==> config.mk <==
export PLATFORM = sky130hd
export DESIGN_NAME = branch_predictor
export DESIGN_NICKNAME = d
export VERILOG_FILES = /design/src/rtl/branch_predictor.sv
export SDC_FILE = /design/constraint.sdc
export NUM_CORES = 1
export LEC_CHECK = 0
export ABC_AREA = 1
export BUFFER_PORTS_ARGS = -buffer_cell sky130_fd_sc_hd__buf_2
export CAP_MARGIN = 20
export CORE_AREA = 2 2 132 166
export DETAILED_ROUTE_END_ITERATION = 12
export DIE_AREA = 0 0 134 168
export GPL_TIMING_DRIVEN = 0
export PLACE_DENSITY = 0.86
export SETUP_SLACK_MARGIN = 0.05
export SLEW_MARGIN = 25
export SYNTH_ARGS = -nofsm -noshare
export SYNTH_HDL_FRONTEND = slang
export SYNTH_SLANG_ARGS = --single-unit
==> constraint.sdc <==
create_clock -name clk -period 2.2 [get_ports clk]
set_input_delay 0.11 -clock clk [delete_from_list [all_inputs] [get_ports clk]]
set_output_delay 0.11 -clock clk [all_outputs]
set_load 0.005 [all_outputs]
==> src/rtl/branch_predictor.sv <==
// rtl/branch_predictor.sv - 2-bit saturating-counter branch direction predictor with statistics
module branch_predictor #(
  parameter int INDEX_BITS = 6
) (
  input  logic        clk,
  input  logic        rst,
  input  logic        if_valid,
  input  logic [31:0] if_pc,
  output logic        pred_valid,
  output logic        pred_taken,
  input  logic        ex_valid,
  input  logic [6:0]  ex_opcode,
  input  logic [31:0] ex_pc,
  input  logic        ex_branch_ctrl,
  input  logic        ex_pred_taken,
  output logic        mispredict,
  output logic [31:0] branch_cnt,
  output logic [31:0] miss_cnt
);

  localparam int         ENTRIES    = 1 << INDEX_BITS;
  localparam logic [6:0] OPC_BRANCH = 7'b1100011;
  localparam logic [1:0] WEAK_NT    = 2'b01;

  logic [1:0]            table_q [ENTRIES];
  logic [INDEX_BITS-1:0] if_idx;
  logic [INDEX_BITS-1:0] ex_idx;
  logic                  is_branch;
  logic                  unused_pc_bits;

  // Word-aligned PCs: drop the byte offset, no tags so aliasing PCs share an entry
  assign if_idx = if_pc[INDEX_BITS+1:2];
  assign ex_idx = ex_pc[INDEX_BITS+1:2];

  assign unused_pc_bits = ^{if_pc[31:INDEX_BITS+2], if_pc[1:0],
                            ex_pc[31:INDEX_BITS+2], ex_pc[1:0]};

  // Only conditional branches train the table; JAL/JALR and everything else are ignored
  assign is_branch = ex_valid & (ex_opcode == OPC_BRANCH);

  // Flush request goes straight to the pipeline, suppressed while in reset
  assign mispredict = ~rst & is_branch & (ex_branch_ctrl ^ ex_pred_taken);

  // Counter table: reset to weak not-taken, saturating train on each resolved branch
  always_ff @(posedge clk) begin
    if (rst) begin
      for (int i = 0; i < ENTRIES; i++) begin
        table_q[i] <= WEAK_NT;
      end
    end else if (is_branch) begin
      if (ex_branch_ctrl) begin
        if (table_q[ex_idx] != 2'b11) begin
          table_q[ex_idx] <= table_q[ex_idx] + 2'b01;
        end
      end else begin
        if (table_q[ex_idx] != 2'b00) begin
          table_q[ex_idx] <= table_q[ex_idx] - 2'b01;
        end
      end
    end
  end

  // Registered lookup; the nonblocking table write gives read-before-write on collisions
  always_ff @(posedge clk) begin
    if (rst) begin
      pred_valid <= 1'b0;
      pred_taken <= 1'b0;
    end else if (if_valid) begin
      pred_valid <= 1'b1;
      pred_taken <= table_q[if_idx][1];
    end else begin
      pred_valid <= 1'b0;
    end
  end

  // Statistics counters, free-running and wrapping modulo 2^32
  always_ff @(posedge clk) begin
    if (rst) begin
      branch_cnt <= 32'd0;
      miss_cnt   <= 32'd0;
    end else begin
      if (is_branch) begin
        branch_cnt <= branch_cnt + 32'd1;
      end
      if (mispredict) begin
        miss_cnt <= miss_cnt + 32'd1;
      end
    end
  end

endmodule

Word-level counts from Yosys, hierarchy flattened

Memory sizes are Yosys's and may differ from the RTL's. A register that Yosys moved wholly into a read port is not among the register bits.
Cells that the tools add are included.
W data, S select, Z words.

$add $sub $neg: 4
Multipliers: 0
Div/mod/pow operators: 0
Magnitude comparators: 0
Eq/ne operators: 2
Shift operators: 0
Multiplexer cells: 17
Bitwise operators: 6
Reduce and logical (&&, ||, !) cells: 2

Operators with widths:

| kind                    | number |
|---|---|
| $add A32 B1 Y32 const B | 2 |
| $mux W1                 | 14 |
| $eq A7 B7 Y1 const B    | 1 |
| $mux W6                 | 1 |
| $mux W2                 | 2 |
| $and A1 B1 Y1           | 3 |
| $add A2 B1 Y2 const B   | 1 |
| $ne A2 B2 Y1 const B    | 1 |
| $reduce_bool A2 Y1      | 1 |
| $reduce_or A2 Y1        | 1 |
| $sub A2 B1 Y2 const B   | 1 |
| $not A1 Y1              | 1 |
| $or A1 B1 Y1            | 1 |
| $xor A1 B1 Y1           | 1 |

Bits in registers: 65
Latch bits: 0
RAM bits: 128
ROM bits: 0
Input port bits: 77
Output and inout port bits: 67
Memories kept: 1

Memories:

| memory  | depth | width | read ports | clocked after Yosys merged registers in | write ports | line | source |
|---|---|---|---|---|---|---|---|
| table_q | 64    | 2     | 2          | 1                                       | 64          | 25   | `logic [1:0] table_q [ENTRIES];` |

Logic depth before layout (Yosys ltp)

An unclocked memory read counts as a cell.

Depth in word-level cells: 10
Mapped depth: 20
Mapped depth without buffers: 16

Least setup slack after synthesis

No wires, ideal clock.

Kind: input to register
Start: in ex_pc[2]
End: mem table_q[58][0], enable pin
Setup time: 298 ps
Data arrival time: 1763 ps
Data required time: 1902 ps
Setup slack: 139 ps
Stages on the path: 16
Path buffers: 5
Cells stage by stage: buf_2 > buf_6 > buf_2 > o211ai_1 > nand2_1 > o21ai_1 > nand2_1 > nor2_1 > nand2_1 > nand2_1 > nand2_1 > nand2_1 > buf_6 > buf_6 > nand3_1 > nand2_1

RTL lines:

| what               | line | source |
|---|---|---|
| start: declaration | 13   | `input logic [31:0] ex_pc,` |
| end: declaration   | 25   |  |

==> reports/qor.yml <==
dpl_worst_slack_ns: -0.819
ys_ff_latch: 194
wl_mm: 44.3
synth_edf_count: 128
synth_compound_area_frac: 0.0657
drv_cap: 0
fin_hold_ws_ns: 0.175
wire_per_inst_um: 23.3
num_vias: 12200
cp.required_ns: 2.35
ant_nets: 0
grt.total_usage: 0.337
power_mw: 8.60
yosysSeqAreaShare: 0.471
fillers: 1582
synth_fp_nets: 1551
portBuffers: 84
n_antenna_cell: 0
violations: "design-rule violations, negative setup slack"
reg2reg_to: "table_q[55][0]"
hold_start: "if_pc[7]"
met2WireLength_mm: 19.9
place_inst: 1835
power_density_nw_per_um2: 614
syn_inst: 1472
crit_path_start_kind: "primary input"
status: "finished, violations left"
dieArea_um2: 22500
gp_congestion: 1.03
path_buf_inv: 3
crit_family: "simple AND/OR/NAND/NOR gates"
synth-simple-area-share: 0.369
setup_tns_ns: -89.54
drc_errors: 2
drtIter0Drc: 1695
dr.max_layer_used: "met5"
r2r_slack_ns: -0.45
fin_crit_sh: 1.21
period_minus_slack_ns: 2.65
async_flop_share: 0
final_hold_viol_count: 0
slowest_delay_ns: 0.79
vdd_drop_max_v: 0.000586
core_area_um2: 21100
clockBufferDepth: 2
htree_num_levels: 4
ys_types: 38
stdcell_count: 1900
die_width_um: 134
slowest_stage: "nor2_2"
synth_top_family_by_area: "simple AND/OR/NAND/NOR gates"
dp_hpwl_mm: 26.8
power.switching_mw: 2.57
root_buffer: "clkbuf_16"
critPathMostFrequentCell: "clkbuf_1"
drv_slew: 0
synthAdderAreaFrac: 0.00228
min_path_cells: 6
critPathMaxFanout: 10
wl_met3_mm: 6.21
r2r_cells: 17
setup_violations: 256
min_path_type: "primary input to flop"
cts_made_buffers: 17
antenna_found_initial: 0
cts.sinks: 194
max_slew.worst_pin.slew_ns: 1.39
fmax_ghz: 0.377
dpl_cell_area_um2: 11700
switching_share: 0.299
grt_pass1_wl_mm: 58.6
fin_area_um2: 14000
clkTransAtPathRegs_ns: 0.08
fp-row-count: 60
die_h_um: 168
via_per_inst: 6.44
rsz0062_at_grt: "yes"
r2r-start: "table_q[57][0]"
grt_overflow: 0
syn_to_final_growth_pct: 27.5
synth_top_flop_cell: "edfxtp_1"
grt_pass1_vias: 11200
crit_path_end_kind: "flop"
worstPathCellList: "clkbuf_1, nor2_1, inv_1, nor2_2, clkbuf_1, nand3_2, nand2_2"
synth_xor_area_frac: 0.0184
skew_ns: 0.0247
muxShareOfSynthArea: 0
initial_core_util: 0.520
yosys_warnings: 0
p_int_mw: 6.03
wl_met1_mm: 13.8
arrival_ns: 2.81
p_leak_nw: 5.43
crit_type: "primary input to flop"
cts_tree: "built"
hold_end: "pred_taken"
relSlewSlack: 0.0741
p_clk_frac: 0.373
finalWorstSetupSlack_ns: -0.454
final_nets: 1687
seqPwrFrac: 0.460
synth_area_um2: 11000
avgSynthCellArea_um2: 7.46
grt_max_degree: 20
pwr-share-comb: 0.167
num_io_pins: 144
worstSkewPairLatency_ns: 0.45
layout-drive-gt1-share: 0.232
dr.pass1.iters: 13
final_util: 0.664
layout by cell type (no fill, tap or decap), drive strengths merged, types with 3 or more instances in the layout:
cell / synthesis / final
edfxtp: 128 / 128
o22ai: 8 / 8
dfxtp: 66 / 66
a21oi: 53 / 53
xor2: 16 / 16
o21ai: 60 / 60
or2: 7 / 7
inv: 84 / 91
o211ai: 7 / 7
nand3: 103 / 104
nor3: 46 / 46
nand2: 512 / 512
nor4: 15 / 15
buf: 44 / 148
clkinv: 2 / 6
nand4: 77 / 77
nor3b: 3 / 3
clkbuf: 52 / 81
nor2: 169 / 169
xnor2: 7 / 7
cells in the mapped netlist (11+ instances only):
| cell type | n | area [µm²] |
|---|---|---|
| buf_6 | 11 | 124 |
| inv_1 | 81 | 304 |
| nor3_1 | 38 | 190 |
| nand3_1 | 96 | 480 |
| nand4_1 | 77 | 482 |
| xor2_1 | 16 | 140 |
| clkbuf_1 | 52 | 195 |
| buf_2 | 27 | 135 |
| nand2_1 | 512 | 1920 |
| nor2_1 | 169 | 634 |
| nor4_1 | 15 | 93.8 |
| dfxtp_1 | 66 | 1320 |
| a21oi_1 | 53 | 265 |
| edfxtp_1 | 128 | 3840 |
| o21ai_0 | 53 | 265 |
power by group through the flow:
| stage | Combinational, mW | Clock, mW | Sequential [mW] |
|---|---|---|---|
| 3_3_place_gp | 0.865 | 0 | 4.03 |
| 6_report | 1.44 | 3.20 | 3.96 |
| 4_1_cts | 0.965 | 3.13 | 3.95 |
| 3_5_place_dp | 0.879 | 0 | 4.03 |
| 5_1_grt | 1.47 | 3.28 | 3.96 |
| 2_1_floorplan | 0.576 | 0 | 4.01 |
routing by layer:
metal / vias up / global-route usage
li1: 5210 / -
met1: 5518 / 0.380
met2: 1114 / 0.560
met3: 395 / 0.0885
met4: 2 / 0.222
met5: - / 0
kinds of logic (layout without fill, tap and decap cells):
family | count (synthesis) | count (layout)
and+or+nand+nor | 937 | 938
adders and majority gates | 2 | 2
AOI/OAI and AO/OA | 134 | 134
xor gates and xnor gates | 23 | 23
buffers and inverters | 182 | 330
DFF | 194 | 194
registers in the layout, summed over array words and instances, names as in the netlist:
signal      count
pred_valid      1
branch_cnt     32
table_q       128
pred_taken      1
miss_cnt       32
worst register-to-register path: stages (launching register included):
cell	delay, ns
edfxtp_1	0.42
nand2_1	0.10
nand2_1	0.08
nand2_1	0.07
nand2_1	0.17
nand2_1	0.12
nand2_1	0.05
nand2_1	0.05
nand2_1	0.06
nor2_2	0.20
nand2_4	0.10
nand2_2	0.10
nand2_2	0.07
nand2_4	0.15
buf_4	0.14
buf_12	0.15
nand3_1	0.15
nand2_2	0.17
final cells by class:
cell class	count	area (µm²)	share of cell area
Multi-Input combinational cell	1097	5980	0.427
Sequential cell	194	5160	0.369
Timing Repair Buffer	116	916	0.0654
Buffer	96	676	0.0483
Clock buffer	18	429	0.0307
Tap cell	279	349	0.0249
Inverter	86	323	0.0231
Clock inverter	14	163	0.0116
how the worst max path moves through the flow:
stage	to	startpoint	depth (start not counted)	slack [ns]
2_1_floorplan	table_q[58][0]	ex_pc[2]	16	0.14
3_5_place_dp	table_q[16][0]	ex_pc[3]	13	-0.82
5_1_grt	table_q[55][0]	table_q[57][0]	17	-0.48
6_report	table_q[16][1]	ex_pc[4]	7	-0.45
4_1_cts	table_q[26][0]	table_q[40][1]	14	-0.22
3_3_place_gp	table_q[16][0]	ex_pc[4]	12	-0.80
repair_timing:
action                                 4_1_cts  5_1_grt
setup endpoints to repair                  258      270
gates cloned                                 4       12
hold buffers                                 1        0
endpoints found under the hold margin        2        0
gates resized for setup                    119      180
pin swaps                                    4       14
buffers inserted                             3       13
Note: power is estimated with default switching activity, not from simulation.
